[config.mk]
export PLATFORM = sky130hd
export DESIGN_NAME = hex_scan_controller
export DESIGN_NICKNAME = d
export VERILOG_FILES = /design/src/rtl/hex_scan_controller.sv
export SDC_FILE = /design/constraint.sdc
export NUM_CORES = 1
export LEC_CHECK = 0
export ABC_AREA = 1
export ABC_CLOCK_PERIOD_IN_PS = 2700
export CORE_MARGIN = 2
export CORE_UTILIZATION = 40
export CTS_BUF_LIST = sky130_fd_sc_hd__clkbuf_8 sky130_fd_sc_hd__clkbuf_16
export DETAILED_ROUTE_END_ITERATION = 6
export PLACE_DENSITY = 0.58
export SKIP_CTS_REPAIR_TIMING = 1
export SLEW_MARGIN = 5
export SYNTH_ARGS = -nofsm -noshare
export SYNTH_HDL_FRONTEND = slang
export SYNTH_SLANG_ARGS = --single-unit
[constraint.sdc]
create_clock -name iClk -period 2.7 [get_ports iClk]
set_clock_uncertainty 0.1 [all_clocks]
set_input_delay 0.27 -clock iClk [delete_from_list [all_inputs] [get_ports iClk]]
set_output_delay 0.27 -clock iClk [all_outputs]
set_load 0.01 [all_outputs]
[src/rtl/hex_scan_controller.sv]
// hex_scan_controller: time-multiplexed seven-segment scan with a double-buffered BCD word
module hex_scan_controller #(
   parameter int DIGITS = 4,
   parameter int SCAN_DIV = 50000,
   parameter int BLANK_CYC = 16
) (
   input  logic                iClk,
   input  logic                iRst,
   input  logic                iValid,
   output logic                oReady,
   input  logic [4*DIGITS-1:0] iData,
   input  logic [DIGITS-1:0]   iDigitEn,
   output logic [6:0]          oSeg,
   output logic [DIGITS-1:0]   oDig,
   output logic                oFrame
);
   localparam int IW = DIGITS > 1 ? $clog2(DIGITS) : 1;
   localparam int SW = $clog2(SCAN_DIV);
   localparam logic [6:0] GLYPH [16] = '{
      7'h3F, 7'h06, 7'h5B, 7'h4F, 7'h66, 7'h6D, 7'h7D, 7'h27,
      7'h7F, 7'h67, 7'h3E, 7'h3E, 7'h3E, 7'h3E, 7'h3E, 7'h3E
   };
   typedef enum logic {BLANK, SHOW} phase_t;
   phase_t              phase, phaseNext;
   logic [IW-1:0]       idx, idxNext;
   logic [SW-1:0]       slot, slotNext;
   logic [4*DIGITS-1:0] pendWord, dispWord, dispNext;
   logic                pendFlag, commit, lit, slotEnd;
   logic [3:0]          nib;
   // Outputs are registered from next-state values so they line up with the slot counter.
   always_comb begin
      slotEnd = slot == SW'(SCAN_DIV - 1);
      slotNext = slotEnd ? '0 : slot + 1'b1;
      idxNext = !slotEnd ? idx : idx == IW'(DIGITS - 1) ? '0 : idx + 1'b1;
      phaseNext = phase == BLANK ? (slotNext == SW'(BLANK_CYC) ? SHOW : BLANK)
                                 : (slotNext == '0 ? BLANK : SHOW);
      commit = oFrame && pendFlag;
      dispNext = commit ? pendWord : dispWord;
      nib = dispNext[{idxNext, 2'b00} +: 4];
      lit = phaseNext == SHOW && iDigitEn[idxNext];
   end
   always_ff @(posedge iClk) begin
      if (iRst) begin
         phase <= BLANK;
         idx <= '0;
         slot <= '0;
         dispWord <= '0;
         pendWord <= '0;
         pendFlag <= 1'b0;
         oFrame <= 1'b0;
         oSeg <= 7'h7F;
         oDig <= '1;
      end else begin
         phase <= phaseNext;
         idx <= idxNext;
         slot <= slotNext;
         dispWord <= dispNext;
         // commit only happens with the flag set, so it never coincides with a capture
         pendFlag <= commit ? 1'b0 : (iValid && !pendFlag) ? 1'b1 : pendFlag;
         if (iValid && !pendFlag) pendWord <= iData;
         oFrame <= idxNext == IW'(DIGITS - 1) && slotNext == SW'(SCAN_DIV - 1);
         oSeg <= lit ? ~GLYPH[nib] : 7'h7F;
         oDig <= lit ? ~(DIGITS'(1) << idxNext) : '1;
      end
   end
   assign oReady = !pendFlag;
endmodule

==> impl_metrics.tcl <==
set metrics [dict create \
    die_x_um 92.9 \
    cp.required_ns 2.83 \
    rows 32 \
    cts_buffers 9 \
    synth_area_leaders "dfxtp_1, nor2_1, nand2_1, inv_1, nand3_1" \
    start_util_pct 41.1 \
    maxSlewViolCount 0 \
    vias 2769 \
    min_path_cells 2 \
    critPathBufInv 3 \
    drt_iter0_markers 94 \
    synthToLayoutAreaGrowth_pct 21.9 \
    ys_seq_area_share_pct 40.5 \
    tightest_slew_ns 0.467 \
    htreeDepth 3 \
    yosysTopAreaCell "dfxtp_1" \
    grt_pass1_wl_mm 11.8 \
    drv_cap 0 \
    grt_usage_pct 17.4 \
    yosysWarnings 0 \
    outcome "finished, final reports clean" \
    cts_root_buf "clkbuf_8" \
    worstSetupPathType "register to register" \
    layout_commonest_cell "nor2_1" \
    grt_max_degree 21 \
    final.setup.tns_ns 0 \
    p_leak_nw 1.75 \
    viasPerCell 4.67 \
    cp_top_family "simple AND/OR/NAND/NOR gates" \
    ys_ff_latch 64 \
    start_kind "register" \
    peakVddDrop_mv 0.249 \
    dp_hpwl_mm 5.14 \
    place.gp.congestion 0.915 \
    power.density_nw_per_um2 493 \
    core_um2 7690 \
    min_period_ns 2.47 \
    die_y_um 92.9 \
    grt_pass1_vias 2578 \
    r2r_slack_ns 0.23 \
    first_pass_iters 4 \
    finalHoldViolCount 0 \
    clk_pin_slew_ns 0.07 \
    critPathMaxFanout 10 \
    min_from "dispWord[2]$_SDFF_PP0_" \
    synth_cell_types 34 \
    netlist_instances 442 \
    fin_nets 518 \
    timing.rr.end "oSeg[3]$_SDFF_PP1_" \
    clock.fmax_mhz 404 \
    relSlewSlack_pct 68.8 \
    clock_sinks 64 \
    syn_area_per_cell_um2 7.16 \
    crit_arrival_ns 2.60 \
    post-place-ws_ns 0.149 \
    overflow 0 \
    fin_util_pct 50.1 \
    synth_top_area_share_pct 40.5 \
    wirelength_mm 6.90 \
    fillCellCount 808 \
    portBuffers 35 \
    routedWlPerCell_um 11.6 \
    layout_common_cells "nor2_1, nand2_1, dfxtp_1" \
    io_pins 36 \
    antenna_found_initial 0 \
    fin_crit_sh_pct 91.6 \
    max_stage_delay_ns 0.36 \
    hold_end "dispWord[2]$_SDFF_PP0_" \
    route.detailed.drc 0 \
    rsz0062_at_grt "false" \
    drive_gt1_share_pct 15.7 \
    timing.final.ws_setup_ns 0.226 \
    clockBufferDepth 2 \
    antenna_cells 0 \
    slowest_stage "dfxtp_2" \
    clkLatencyLatePin_ns 0.34 \
    hold_path.class "register to register" \
    r2r-start "slot[1]$_SDFF_PP0_" \
    cp_cell_sequence "ha_2 > nand3_2 > nor2_4 > nand3_1 > nand2_4 > nand2_2 > o22ai_1 > nor2_1 > buf_4 > ha_1 > inv_1 > nand2_1 > nand2_1 > inv_1 > nand2_2" \
    synth_area_um2 3160 \
    reg2reg_depth 15 \
    endpoint_kind "register" \
    die_area_um2 8640 \
    antenna_left 0 \
    synthesis.nets 474 \
    cts_tree "yes" \
    setup_viol 0 \
]
==> final cells by class <==
class | count | area [um2] | area share [%]
Multi-Input combinational cell | 324 | 1670 | 43.2
Sequential cell | 64 | 1280 | 33.3
Timing Repair Buffer | 44 | 418 | 10.8
Inverter | 43 | 161 | 4.19
Clock buffer | 10 | 138 | 3.57
Tap cell | 102 | 128 | 3.31
Clock inverter | 6 | 60.1 | 1.56
==> flip-flops by register name, summed over array words and instances (netlist names) <==
signal,cells
dispWord,16
pendWord,16
slot,16
oSeg,7
oDig,4
idx,2
oFrame,1
pendFlag,1
phase,1
==> layer usage <==
layer	vias up	global-route usage, %	share of wire (%)
li1	1480	-	-
met1	1221	22.9	50
met2	58	27.5	44
met3	10	3.17	4.4
met4	0	8.09	1.6
met5	-	0	0
==> where the power goes <==
part	leakage (nW)	internal, mW	switching, mW
clock	0.103	0.446	0.370
combinational	1.13	0.0509	0.0474
sequential	0.521	0.968	0.0163
total	1.75	1.47	0.434
==> synth_stat cells <==
master / count
nor2_1: 99
nand2_1: 88
dfxtp_1: 64
inv_1: 39
nand3_1: 26
o21ai_0: 20
nand2_2: 19
or2_2: 11
ha_1: 9
clkbuf_1: 8
o21a_1: 8
nand3_2: 5
mux2i_1: 4
nand2_4: 4
nand4_1: 4
nor2_4: 4
inv_2: 3
xnor2_1: 3
xor2_1: 3
a21oi_1: 2
buf_6: 2
nor2_2: 2
nor3_1: 2
o21bai_1: 2
o22ai_1: 2
a211oi_1: 1
a21o_1: 1
a21oi_2: 1
a31o_2: 1
buf_1: 1
clkinv_1: 1
nand3b_1: 1
nor3b_1: 1
nor4_1: 1
==> cells by family after synthesis <==
group,Yosys count,synth area share (%)
AND/OR/NAND/NOR,267,38.8
flip-flops,64,40.5
buffers and inverters,54,6.88
AO/OA/AOI/OAI,38,7.28
adder cells (fa/ha/maj),9,3.56
XOR/XNOR,6,1.66
multiplexers,4,1.27
==> how the worst max path moves through the flow <==
stage / from / to / slack, ns / cells after the start
after global placement: slot[1]$_SDFF_PP0_ / oSeg[3]$_SDFF_PP1_ / 0.28 / 15
final: slot[1]$_SDFF_PP0_ / oSeg[3]$_SDFF_PP1_ / 0.23 / 15
after floorplan: slot[1]$_SDFF_PP0_ / oSeg[0]$_SDFF_PP1_ / 0.21 / 18
after detailed placement: slot[1]$_SDFF_PP0_ / oSeg[3]$_SDFF_PP1_ / 0.15 / 15
after global routing: slot[1]$_SDFF_PP0_ / oSeg[0]$_SDFF_PP1_ / 0.03 / 17
after CTS: slot[1]$_SDFF_PP0_ / oSeg[3]$_SDFF_PP1_ / 0.14 / 15
==> metrics by stage <==
| stage | hold WS (ns) | instance area (um2) | instances | power (mW) |
|---|---|---|---|---|
| 2_1_floorplan | 0.305 | 3160 | 442 | 1.05 |
| 3_3_place_gp | 0.360 | 3650 | 577 | 1.10 |
| 3_5_place_dp | 0.365 | 3650 | 577 | 1.10 |
| 4_1_cts | 0.377 | 3850 | 593 | 1.92 |
| 5_1_grt | 0.399 | 3850 | 593 | 1.98 |
| 6_report | 0.376 | 3850 | 593 | 1.90 |
==> worst min-delay path, cell delays in order, from the launching register on <==
cell     delay [ns]
dfxtp_1        0.30
nand2_1        0.07
a21oi_1        0.06
(Power assumes the default switching activity.)
